### config.mk
export PLATFORM = sky130hd
export DESIGN_NAME = alu_flag_unit_flat
export DESIGN_NICKNAME = d
export VERILOG_FILES = /design/src/rtl/alu_flag_unit_pkg.sv /design/src/rtl/alu_flag_unit_if.sv /design/src/rtl/alu_cond_eval.sv /design/src/rtl/alu_flag_unit.sv /design/src/flat_wrapper.sv
export SDC_FILE = /design/constraint.sdc
export NUM_CORES = 1
export LEC_CHECK = 0
export ABC_AREA = 1
export CAP_MARGIN = 20
export CORE_ASPECT_RATIO = 0.8
export CORE_MARGIN = 2
export CORE_UTILIZATION = 48
export CTS_BUF_LIST = sky130_fd_sc_hd__clkbuf_16
export DETAILED_ROUTE_END_ITERATION = 16
export GPL_TIMING_DRIVEN = 0
export PLACE_DENSITY_LB_ADDON = 0.25
export SLEW_MARGIN = 15
export SYNTH_ARGS = -nofsm -noshare
export SYNTH_HDL_FRONTEND = slang
export SYNTH_SLANG_ARGS = --single-unit
### constraint.sdc
create_clock -name clk -period 1.4 [get_ports clk]
set_input_delay 0.42 -clock clk [delete_from_list [all_inputs] [get_ports clk]]
set_output_delay 0.42 -clock clk [all_outputs]
set_load 0.03 [all_outputs]
### src/rtl/alu_flag_unit_pkg.sv
// ============================================================================
// Module : alu_flag_pkg
// Brief  : Condition codes, FSM states and status-flag bit positions.
// Rev    : 1.0  initial release
// ============================================================================
`default_nettype none

package alu_flag_pkg;

  localparam logic [3:0] CC_EQ = 4'd0;
  localparam logic [3:0] CC_NE = 4'd1;
  localparam logic [3:0] CC_CS = 4'd2;
  localparam logic [3:0] CC_CC = 4'd3;
  localparam logic [3:0] CC_MI = 4'd4;
  localparam logic [3:0] CC_PL = 4'd5;
  localparam logic [3:0] CC_VS = 4'd6;
  localparam logic [3:0] CC_VC = 4'd7;
  localparam logic [3:0] CC_HI = 4'd8;
  localparam logic [3:0] CC_LS = 4'd9;
  localparam logic [3:0] CC_GE = 4'd10;
  localparam logic [3:0] CC_LT = 4'd11;
  localparam logic [3:0] CC_GT = 4'd12;
  localparam logic [3:0] CC_LE = 4'd13;
  localparam logic [3:0] CC_AL = 4'd14;
  localparam logic [3:0] CC_NV = 4'd15;

  // Status register layout is {N,Z,C,V}
  localparam int FLG_N = 3;
  localparam int FLG_Z = 2;
  localparam int FLG_C = 1;
  localparam int FLG_V = 0;

  typedef enum logic [1:0] {
    ST_IDLE = 2'd0,
    ST_WAIT = 2'd1,
    ST_EVAL = 2'd2
  } state_t;

endpackage

`default_nettype wire

### src/rtl/alu_flag_unit_if.sv
// ============================================================================
// Module : alu_flag_unit_if
// Brief  : Flag retire, branch query and status bundle of the flag unit.
// Rev    : 1.0  initial release
// ============================================================================
`default_nettype none

interface alu_flag_unit_if #(
  parameter int CC_W = 4
);
  logic            pend_inc;
  logic            flag_we;
  logic            flag_c;
  logic            flag_v;
  logic            flag_z;
  logic            flag_n;
  logic            br_valid;
  logic [CC_W-1:0] br_cond;
  logic            br_ready;
  logic            res_valid;
  logic            br_taken;
  logic [3:0]      flags_q;
  logic            pend_err;

  modport master (
    output pend_inc, flag_we, flag_c, flag_v, flag_z, flag_n, br_valid, br_cond,
    input  br_ready, res_valid, br_taken, flags_q, pend_err
  );

  modport slave (
    input  pend_inc, flag_we, flag_c, flag_v, flag_z, flag_n, br_valid, br_cond,
    output br_ready, res_valid, br_taken, flags_q, pend_err
  );
endinterface

`default_nettype wire

### src/rtl/alu_cond_eval.sv
// ============================================================================
// Module : alu_cond_eval
// Brief  : Combinational branch condition evaluation against {N,Z,C,V}.
// Rev    : 1.0  initial release
// ============================================================================
`default_nettype none

module alu_cond_eval
  import alu_flag_pkg::*;
#(
  parameter int CC_W = 4
) (
  input  logic [CC_W-1:0] cond_i,
  input  logic [3:0]      flags_i,
  output logic            taken_o
);

  logic w_n, w_z, w_c, w_v;

  assign w_n = flags_i[FLG_N];
  assign w_z = flags_i[FLG_Z];
  assign w_c = flags_i[FLG_C];
  assign w_v = flags_i[FLG_V];

  always_comb begin
    taken_o = 1'b0;
    case (cond_i)
      CC_EQ: taken_o = w_z;
      CC_NE: taken_o = ~w_z;
      CC_CS: taken_o = w_c;
      CC_CC: taken_o = ~w_c;
      CC_MI: taken_o = w_n;
      CC_PL: taken_o = ~w_n;
      CC_VS: taken_o = w_v;
      CC_VC: taken_o = ~w_v;
      CC_HI: taken_o = w_c & ~w_z;
      CC_LS: taken_o = ~w_c | w_z;
      CC_GE: taken_o = (w_n == w_v);
      CC_LT: taken_o = (w_n != w_v);
      CC_GT: taken_o = ~w_z & (w_n == w_v);
      CC_LE: taken_o = w_z | (w_n != w_v);
      CC_AL: taken_o = 1'b1;
      CC_NV: taken_o = 1'b0;
      default: taken_o = 1'b0;
    endcase
  end

endmodule

`default_nettype wire

### src/rtl/alu_flag_unit.sv
// ============================================================================
// Module : alu_flag_unit
// Brief  : Status register, in-flight flag-write counter and branch resolver.
//          Optional FLAG_FWD_EN forwards retiring flags into a waiting query.
// Rev    : 1.0  initial release
// ============================================================================
`default_nettype none

module alu_flag_unit
  import alu_flag_pkg::*;
#(
  parameter int PEND_W = 2,
  parameter int CC_W   = 4
) (
  input  logic            clk,
  input  logic            reset,
  alu_flag_unit_if.slave  bus
);

  localparam logic [PEND_W-1:0] PEND_MAX = '1;
  localparam logic [PEND_W-1:0] PEND_ONE = PEND_W'(1);

  state_t            state_q, state_d;
  logic [PEND_W-1:0] pend_q, pend_d;
  logic [3:0]        stat_q, stat_d;
  logic [CC_W-1:0]   cond_q, cond_d;
  logic              err_q, err_d;
  logic              rv_q, rv_d;
  logic              tk_q, tk_d;
  logic              hs;
  logic              fwd_hit;
  logic              eval_taken;
  logic [3:0]        flags_in;

  assign flags_in = {bus.flag_n, bus.flag_z, bus.flag_c, bus.flag_v};
  assign hs       = bus.br_valid & (state_q == ST_IDLE);

`ifdef FLAG_FWD_EN
  assign fwd_hit = bus.flag_we & (pend_q == PEND_ONE) & ~bus.pend_inc;
`else
  assign fwd_hit = 1'b0;
`endif

  always_comb begin
    pend_d = pend_q;
    err_d  = err_q;
    stat_d = bus.flag_we ? flags_in : stat_q;
    if (bus.pend_inc && !bus.flag_we) begin
      if (pend_q == PEND_MAX) err_d = 1'b1;
      else                    pend_d = pend_q + PEND_ONE;
    end else if (bus.flag_we && !bus.pend_inc) begin
      if (pend_q == '0) err_d = 1'b1;
      else              pend_d = pend_q - PEND_ONE;
    end
  end

  // The result is registered from next-cycle flags, which equals what EVAL would read
  always_comb begin
    state_d = state_q;
    cond_d  = cond_q;
    rv_d    = 1'b0;
    case (state_q)
      ST_IDLE: begin
        if (hs) begin
          cond_d = bus.br_cond;
          if (pend_q == '0 && !bus.pend_inc) begin
            state_d = ST_EVAL;
            rv_d    = 1'b1;
          end else begin
            state_d = ST_WAIT;
          end
        end
      end
      ST_WAIT: begin
        if (fwd_hit) begin
          state_d = ST_IDLE;
          rv_d    = 1'b1;
        end else if (pend_q == '0) begin
          state_d = ST_EVAL;
          rv_d    = 1'b1;
        end
      end
      ST_EVAL: state_d = ST_IDLE;
      default: state_d = ST_IDLE;
    endcase
    tk_d = rv_d & eval_taken;
  end

  alu_cond_eval #(
    .CC_W    (CC_W)
  ) u_eval (
    .cond_i  (cond_d),
    .flags_i (stat_d),
    .taken_o (eval_taken)
  );

  always_ff @(posedge clk) begin
    if (reset) begin
      state_q <= ST_IDLE;
      pend_q  <= '0;
      stat_q  <= 4'b0000;
      cond_q  <= '0;
      err_q   <= 1'b0;
      rv_q    <= 1'b0;
      tk_q    <= 1'b0;
    end else begin
      state_q <= state_d;
      pend_q  <= pend_d;
      stat_q  <= stat_d;
      cond_q  <= cond_d;
      err_q   <= err_d;
      rv_q    <= rv_d;
      tk_q    <= tk_d;
    end
  end

  assign bus.br_ready  = (state_q == ST_IDLE);
  assign bus.res_valid = rv_q;
  assign bus.br_taken  = tk_q;
  assign bus.flags_q   = stat_q;
  assign bus.pend_err  = err_q;

endmodule

`default_nettype wire

### src/flat_wrapper.sv
// flat-port wrapper written by rule: the top's interface ports become plain ports
module alu_flag_unit_flat import alu_flag_pkg::*;
#(
  parameter int PEND_W = 2,
  parameter int CC_W   = 4
)
  (clk, reset, bus_pend_inc, bus_flag_we, bus_flag_c, bus_flag_v, bus_flag_z, bus_flag_n, bus_br_valid, bus_br_cond, bus_br_ready, bus_res_valid, bus_br_taken, bus_flags_q, bus_pend_err);
  alu_flag_unit_if #(.CC_W(CC_W)) bus_i ();
  input  logic clk;
  input  logic reset;
  input wire logic [$bits(bus_i.pend_inc)-1:0] bus_pend_inc;
  input wire logic [$bits(bus_i.flag_we)-1:0] bus_flag_we;
  input wire logic [$bits(bus_i.flag_c)-1:0] bus_flag_c;
  input wire logic [$bits(bus_i.flag_v)-1:0] bus_flag_v;
  input wire logic [$bits(bus_i.flag_z)-1:0] bus_flag_z;
  input wire logic [$bits(bus_i.flag_n)-1:0] bus_flag_n;
  input wire logic [$bits(bus_i.br_valid)-1:0] bus_br_valid;
  input wire logic [$bits(bus_i.br_cond)-1:0] bus_br_cond;
  output wire logic [$bits(bus_i.br_ready)-1:0] bus_br_ready;
  output wire logic [$bits(bus_i.res_valid)-1:0] bus_res_valid;
  output wire logic [$bits(bus_i.br_taken)-1:0] bus_br_taken;
  output wire logic [$bits(bus_i.flags_q)-1:0] bus_flags_q;
  output wire logic [$bits(bus_i.pend_err)-1:0] bus_pend_err;
  assign bus_i.pend_inc = bus_pend_inc;
  assign bus_i.flag_we = bus_flag_we;
  assign bus_i.flag_c = bus_flag_c;
  assign bus_i.flag_v = bus_flag_v;
  assign bus_i.flag_z = bus_flag_z;
  assign bus_i.flag_n = bus_flag_n;
  assign bus_i.br_valid = bus_br_valid;
  assign bus_i.br_cond = bus_br_cond;
  assign bus_br_ready = bus_i.br_ready;
  assign bus_res_valid = bus_i.res_valid;
  assign bus_br_taken = bus_i.br_taken;
  assign bus_flags_q = bus_i.flags_q;
  assign bus_pend_err = bus_i.pend_err;
  alu_flag_unit #(.PEND_W(PEND_W), .CC_W(CC_W)) u_core (.clk(clk), .reset(reset), .bus(bus_i));
endmodule
## After elaboration in Yosys (flattened, before gate mapping)

Cells that the tools add are included.

- Memory bits (read-only): 0
- Output and inout port bits: 8
- Bits in latches: 0
- Register bits: 15
- Memories kept: 0
- Bits in writable memories: 0

- Shift-type cells: 0
- Reduce and logical (&&, ||, !) cells: 13
- Div/mod/pow operators: 0
- Multiply operators: 0
- Add/sub/neg operators: 2
- Eq/ne operators: 24
- Muxes and demuxes: 20
- Bitwise operators: 10
- Magnitude comparators: 0

Operators by type and width:

| kind | number |
|---|---|
| 4-bit equality test, second input constant | 8 |
| 4-bit by 3-bit equality test with 1-bit output, second input constant | 4 |
| 1-bit one-hot mux with 16 select lines | 1 |
| 2-bit two-way mux | 7 |
| 4-bit two-way mux | 3 |
| 4-bit by 2-bit equality test with 1-bit output, second input constant | 2 |
| 1-bit two-way mux | 7 |
| 2-bit by 1-bit inequality test with 1-bit output, second input constant | 3 |
| 3-bit AND reduction | 2 |
| 1-bit AND | 4 |
| 4-bit by 1-bit equality test with 1-bit output, second input constant | 1 |
| 2-bit zero test | 2 |
| 4-bit zero test | 1 |
| 2-bit inequality test, second input constant | 2 |
| 1-bit inverter | 4 |
| 2-bit one-hot mux with 2 select lines | 1 |
| 2-bit nonzero test | 2 |
| 1-bit logical AND | 3 |
| 2-bit by 1-bit adder with 2-bit output, second input constant | 1 |
| 2-bit by 1-bit equality test with 1-bit output, second input constant | 1 |
| 2-bit equality test, second input constant | 1 |
| 1-bit zero test | 2 |
| 1-bit bitwise OR | 2 |
| 1-bit one-hot mux with 2 select lines | 1 |
| other kinds (4) | 4 |

## Longest topological paths before layout

- Word-level depth: 7
- Depth in mapped cells: 12
- Depth with buffers taken out: 12

## By module

From an unflattened synthesis, not the netlist that was laid out.

- Cell total of the unflattened synthesis: 132
- Area total of the unflattened synthesis: 857.1 µm²

By module, submodules not included:

| module | cells each | area each (µm²) | seq. area each (µm²) | instances |
|---|---|---|---|---|
| alu_flag_unit | 87 | 651.9 | 300.3 | 1 |
| alu_cond_eval | 45 | 205.2 | 0.0 | 1 |

## Least setup slack after synthesis

Ideal clock, no wire load.

- Path type: register -> register
- Start point: reg u_core.state_q[1]
- End point: reg u_core.tk_q, in the netlist u_core.bus.br_taken
- Library setup time: 0.117 ns
- Period minus slack after synthesis: 1.425 ns
- Setup slack: -0.025 ns
- Arrival time: 1.308 ns
- Path buffers: 0
- Stages on the path, launching flop included: 11
- Cell sequence: dfxtp_1 nor2_4 nand2_4 nand2_1 nand2_2 nand2_1 nor2_1 nor2_1 nand3_1 nor2_1 a21oi_1

- Cells in the longest elaborated chain, start to end: 7
- Elaborated cells between the ends (all ways): 25
- Classes of those cells: 16 x eq/ne; 5 x mux; 2 x bitwise; 2 x reduce/logical

RTL lines:

| what | RTL line | RTL |
|---|---|---|
| start: declaration | alu_flag_unit.sv:23 | `state_t state_q, state_d;` |
| start signal: assignment | alu_flag_unit.sv:107 | `state_q <= state_d;` |
| 2-bit zero test * | - |  |
| net bus_br_ready | flat_wrapper.sv:19 | `output wire logic [$bits(bus_i.br_ready)-1:0] bus_br_ready;` |
| 1-bit AND | alu_flag_unit.sv:36 | `assign hs = bus.br_valid & (state_q == ST_IDLE);` |
| 4-bit two-way mux | alu_flag_unit.sv:64 | `if (hs) begin` |
| 4-bit two-way mux | alu_flag_unit.sv:62 | `case (state_q)` |
| 4-bit equality test, or another cell as far along | alu_cond_eval.sv:27 | `case (cond_i)` |
| 1-bit one-hot mux with 16 select lines | alu_cond_eval.sv:27 |  |
| 1-bit AND * | alu_flag_unit.sv:86 | `tk_d = rv_d & eval_taken;` |
| end signal: assignment | alu_flag_unit.sv:113 | `tk_q <= tk_d;` |
| end: declaration | alu_flag_unit.sv:29 | `logic tk_q, tk_d;` |

The timed path passes the listed nets; every way through them passes the cells marked *.
A chain may end at the register's enable or synchronous reset.

## Worst setup path in the final report

- Start point: reg u_core.state_q[0]
- End point: reg u_core.tk_q, in the netlist u_core.bus.br_taken

- Cells in the longest elaborated chain, start to end: 7
- Elaborated cells between the ends (all ways): 25
- Classes of those cells: 16 x eq/ne; 5 x mux; 2 x bitwise; 2 x reduce/logical

RTL lines:

| what | RTL line |
|---|---|
| 2-bit zero test | alu_flag_unit.sv:36, alu_flag_unit.sv:62 |
| 1-bit AND | alu_flag_unit.sv:36 |
| 4-bit two-way mux | alu_flag_unit.sv:64 |
| 4-bit two-way mux | alu_flag_unit.sv:62 |
| 4-bit equality test, or another cell as far along | alu_cond_eval.sv:27 |
| 1-bit one-hot mux with 16 select lines | alu_cond_eval.sv:27 |
| 1-bit AND * | alu_flag_unit.sv:86 |

Mark *: on every way between the ends. The rest lies on a longest branch, timed or not.

==> results.ini <==
[status]
status = finished, violations left
violations = negative setup slack

[detailed_routing]
drtIter0Drc = 33
drt-wirelength-per-cell_um = 13.3
drtPass1Iterations = 4
antenna_left = 0
vias = 1044
wirelength_um = 2680
remaining_drc_errors = 0
via_per_inst = 5.17

[sta]
setup_viol = 1
max_freq_ghz = 0.661
slew_headroom_pct = 69.7
setup_tns_ns = -0.113
fin_crit_ns = 1.51
hold_slack_ns = 0.501
fin_crit_sh_pct = 108
setup_slack_ns = -0.113
hold_viol = 0
finalMaxSlewViolations = 0
rsz0062_at_grt = yes
skew_ns = 0.00326
worst_slew_pin_slew_ns = 0.452

[floorplanning]
dieHeight_um = 42.8
floorplan.initialDensity_pct = 53.3
die_x_um = 52.5
io_pins = 21
fp.dieArea_mm2 = 0.00224
fp-row-count = 13
core_region_area_mm2 = 0.00169

[synthesis]
yosys-top-cells-area = dfxtp_1, nand2_1, nand3_1
synth.net_count = 163
synth_top_area_cell = dfxtp_1
seq_area_frac_synth_pct = 33.3
synthCells = 148
yosys_warnings = 0
avgSynthCellArea_um2 = 6.10
yosysUniqueCellTypes = 20
ys_seq_elements = 15
syn-cell-area_um2 = 902
synth.top_cell.area_share_pct = 33.3

[placed_design]
dp_hpwl_um = 1540
gp_congestion = 0.838
placed_cells = 190
place_area_mm2 = 0.00113
port_buffers = 20

[cells_and_area]
area_growth_pct = 56.9
design_area_mm2 = 0.00142
layout_commonest_cell = nand2_1
layout_common_cells = nand2_1, inv_1, nor2_1, dfxtp_1, nand3_1
fillers = 112
diodes = 0
drive_gt1_share_pct = 30.6
final_nets = 196
fin_cells = 202

[global_route]
grt_pass1_wl_um = 3690
grt_pass1_vias = 960
grt.total_usage_pct = 22.2
antenna_found_initial = 0
grt_max_degree = 11
gr-total-overflow = 0

[setup_path]
worst-path-max-fanout = 7
worst-endpoint-arrival_ns = 1.65
setup.worst_path.start_class = flop
required_ns = 1.53
end_kind = flop
worstSetupPathType = reg2reg

[pwr]
pwr-share-seq_pct = 30.3
p_comb_share_pct = 35.1
intPower_mw = 1.07
vdd_drop_max_mv = 1.01
totalPowerFinal_mw = 1.63
p_clk_share_pct = 34.6
switching_share_pct = 34.4
power_switching_uw = 559
leakage_nw = 0.715
power_density_mw_per_mm2 = 1150

[cts]
clkTransAtPathRegs_ns = 0.05
cts_buffers = 3
worstSkewPairLatency_ns = 0.25
cts_sinks = 15
clockRootBuffer = clkbuf_16
cts_max_level = 1
cts_tree = done
ctsLongestPathBuffers = 2

[hold_path]
hp-class = reg2reg

[job]
cap_violations = 0

==> routing by layer <==
layer | routed length, um | GRT usage [%] | share of wire (%)
met2 | 1320 | 38.5 | 49
met4 | 25 | 10.8 | 0.93
met1 | 1130 | 24.5 | 42
met5 | 0 | 0 | 0
met3 | 194 | 5.99 | 7.2
==> final cells by class <==
| type | instances | area (um2) | area share (%) |
|---|---|---|---|
| Multi-Input combinational cell | 107 | 664 | 46.9 |
| Clock buffer | 3 | 75.1 | 5.31 |
| Tap cell | 22 | 27.5 | 1.95 |
| Sequential cell | 15 | 303 | 21.4 |
| Clock inverter | 1 | 3.75 | 0.265 |
| Timing Repair Buffer | 28 | 238 | 16.8 |
| Buffer | 1 | 5.00 | 0.354 |
| Inverter | 25 | 98.8 | 6.98 |
==> power groups by stage <==
stage | Combinational, mW | Sequential [mW] | Clock [mW]
detailed placement | 0.406 | 0.494 | 0
global placement | 0.395 | 0.493 | 0
CTS | 0.478 | 0.488 | 0.558
floorplan | 0.248 | 0.523 | 0
finish | 0.570 | 0.493 | 0.563
global route | 0.613 | 0.496 | 0.585
==> stage by stage <==
stage | utilization (%) | setup slack, ns
CTS | 78.7 | -0.0630
floorplan | - | -0.0165
global route | 83.7 | -0.187
finish | 83.7 | -0.113
global placement | 67.1 | -0.670
detailed placement | 67.1 | -0.695
==> path summary, 6_finish.rpt <==
check | to | slack [ns] | depth (start not counted) | start
setup / recovery | u_core.bus.br_taken | -0.11 | 12 | u_core.state_q[0]
setup reg to reg | u_core.bus.br_taken | -0.11 | 12 | u_core.state_q[0]
hold / removal | u_core.bus.pend_err | 0.50 | 2 | u_core.bus.pend_err
hold reg to reg | u_core.bus.pend_err | 0.50 | 2 | u_core.bus.pend_err
==> synthesized netlist by cell type <==
cell type and instances:
nand2_1 43, inv_1 21, nor2_1 21, nand3_1 17, dfxtp_1 15, a21oi_1 5
nand2_2 5, inv_2 4, nor3_1 3, a211oi_1 2, ha_1 2, o21ai_1 2
a31oi_1 1, clkbuf_1 1, nand2_4 1, nand3b_1 1, nand4_1 1, nor2_4 1
o21ai_2 1, or2_1 1
==> sequential cells by signal (all words and copies together) (netlist names) <==
register,cells
u_core.bus.br_taken,1
u_core.bus.flags_q,4
u_core.bus.pend_err,1
u_core.bus.res_valid,1
u_core.cond_q,4
u_core.pend_q,2
u_core.state_q,2
==> worst max-delay path: stages, from the launching register on <==
cell     delay, ns
dfxtp_2       0.33
nor2_4        0.13
buf_12        0.14
nand2_8       0.09
nand2_4       0.10
nand2_4       0.08
inv_4         0.07
buf_4         0.11
nor2_1        0.03
nand2_1       0.06
nand2_1       0.04
nor2_1        0.12
a21oi_1       0.09
==> kinds of logic (layout without fill, tap and decap cells) <==
family / Yosys count / after routing / synth area share (%)
compound gates: 11 / 11 / 7.21
fa+ha+maj: 2 / 2 / 2.77
buf+inv: 26 / 58 / 10.8
flops: 15 / 15 / 33.3
simple gates: 94 / 94 / 45.9
==> what timing repair did <==
item,4_1_cts,5_1_grt
hold buffers,0,0
cloned,0,0
resized for setup,44,33
buffers inserted,7,1
endpoints found under the setup margin,14,18
pin swaps,18,10
(Power assumes the default switching activity.)
==> variant, RTL diff (same flow settings) <==
The 3 states of `state_t` get a one-hot encoding in 3 bits.
--- a/src/rtl/alu_flag_unit_pkg.sv
+++ b/src/rtl/alu_flag_unit_pkg.sv
@@ -31,8 +31,8 @@
   localparam int FLG_V = 0;
 
-  typedef enum logic [1:0] {
-    ST_IDLE = 2'd0,
-    ST_WAIT = 2'd1,
-    ST_EVAL = 2'd2
+  typedef enum logic [2:0] {
+    ST_IDLE = 3'b001,
+    ST_WAIT = 3'b010,
+    ST_EVAL = 3'b100
   } state_t;
 
Behaviour: same outputs for any inputs over 10 cycles, from zero or initial values and one cycle with reset high; not proved beyond that.
==> variant against the unedited design <==
- the run still ends with negative setup slack left
- sequential power increased by 8.5%
- count of clock-buffer cells in the layout unchanged
- critical path depth decreased by 2
- synthesized area increased by 7.6%
- non-clock buffer count increased by 7
- total power increased by 9.8%
- first-iteration DRC count increased by 36%
- sequential cell count increased by 1
- setup slack got worse by 51 ps
- wire length increased by 7.9%
- critical endpoint unchanged
- clock power increased by 2%
- final area increased by 6.9%
==> variant: results (changes against the unedited design) <==
* Clock skew at 3.74 ps (+0.479 ps)
* Slew margin rel. at 65.9% (-3.8 points)
* Netlist cell types at 26 (+30%)
* Clock power frac at 32.2% (-2.4 points)
* Clock network area share at 5.21% (-0.36 points)
* Hold path startpoint: bus_br_valid
* Final setup fails at 2 (+1)
* Outcome: finished with violations
* First-pass GRT wire length at 4330 um (+17%)
* DRT iter0 DRCs at 45 (+36%)
* Sequential portion of the cell area at 21.8% (+0.36 points)
* Failing checks: negative setup slack
* Met3 wire len at 216 um (+11%)
* Sequential share of the synthesized area at 33.0% (-0.30 points)
* Placed insts at 188 (-1.1%)
* Overall Power at 1790 uW (+9.8%)
* Detail Placement HPWL at 1700 um (+10%)
* R2r startpoint: u_core.state_q[1]$_SDFFE_PP0P_
* FP Rows at 14 (+1)
* Hold Crit Class: input pin to flop
* Post-synthesis mux area share at 1.03% (+1.0 points)
* Multi-input gate share of the layout cell area at 43.1% (-3.9 points)
* Average wire per standard cell at 13.9 um (+4.8%)
* Port buffer count at 19 (-5.0%)
* Critical Path AT at 1750 ps (+100 ps)
* Syn_nets at 160 (-1.8%)
* Register Area at 329 um^2 (+8.7%)
* Plain + repair buffers at 36 (+24%)
* Pleak at 0.000721 uW (+0.92%)
* Vias in the first global route at 1032 (+7.5%)
* Setup TNS Final at -248 ps (-134 ps)
* Nets at 200 (+2.0%)
* Worst Path Max Fanout at 5 (-2)
* Final WS setup at -165 ps (-51.5 ps)
* Multi-input gates at 103 (-3.7%)
* Setup bufs post-CTS at 10 (+3)
==> variant: cell types whose count changed after synthesis, sizes merged, moves of 2 or more <==
cell / before / now
nor2: 22 / 18
nor3: 3 / 1
nand4: 1 / 9
o21ai: 3 / 10
nand2: 49 / 41
a21oi: 5 / 3
nand3: 17 / 10
and3: 0 / 2
==> variant: critical path, stage by stage, from the launching register on <==
cell	delay [ps]
dfxtp_4	370
inv_4	90
nand4_4	170
nand2_2	130
nand2_4	80
buf_4	150
nor2_1	150
nand3_1	100
nand3_1	90
nor2_2	50
a21oi_2	110
==> variant: final timing paths <==
check                                                   endpoint  cells after the start  slack [ps]
worst max-delay path              u_core.bus.br_taken$_SDFF_PP0_                     10        -160
worst max register to register    u_core.bus.br_taken$_SDFF_PP0_                     10        -160
worst min register to register  u_core.bus.pend_err$_SDFFE_PP0P_                      2         480
worst min-delay path              u_core.state_q[0]$_SDFFE_PP1P_                      2         430
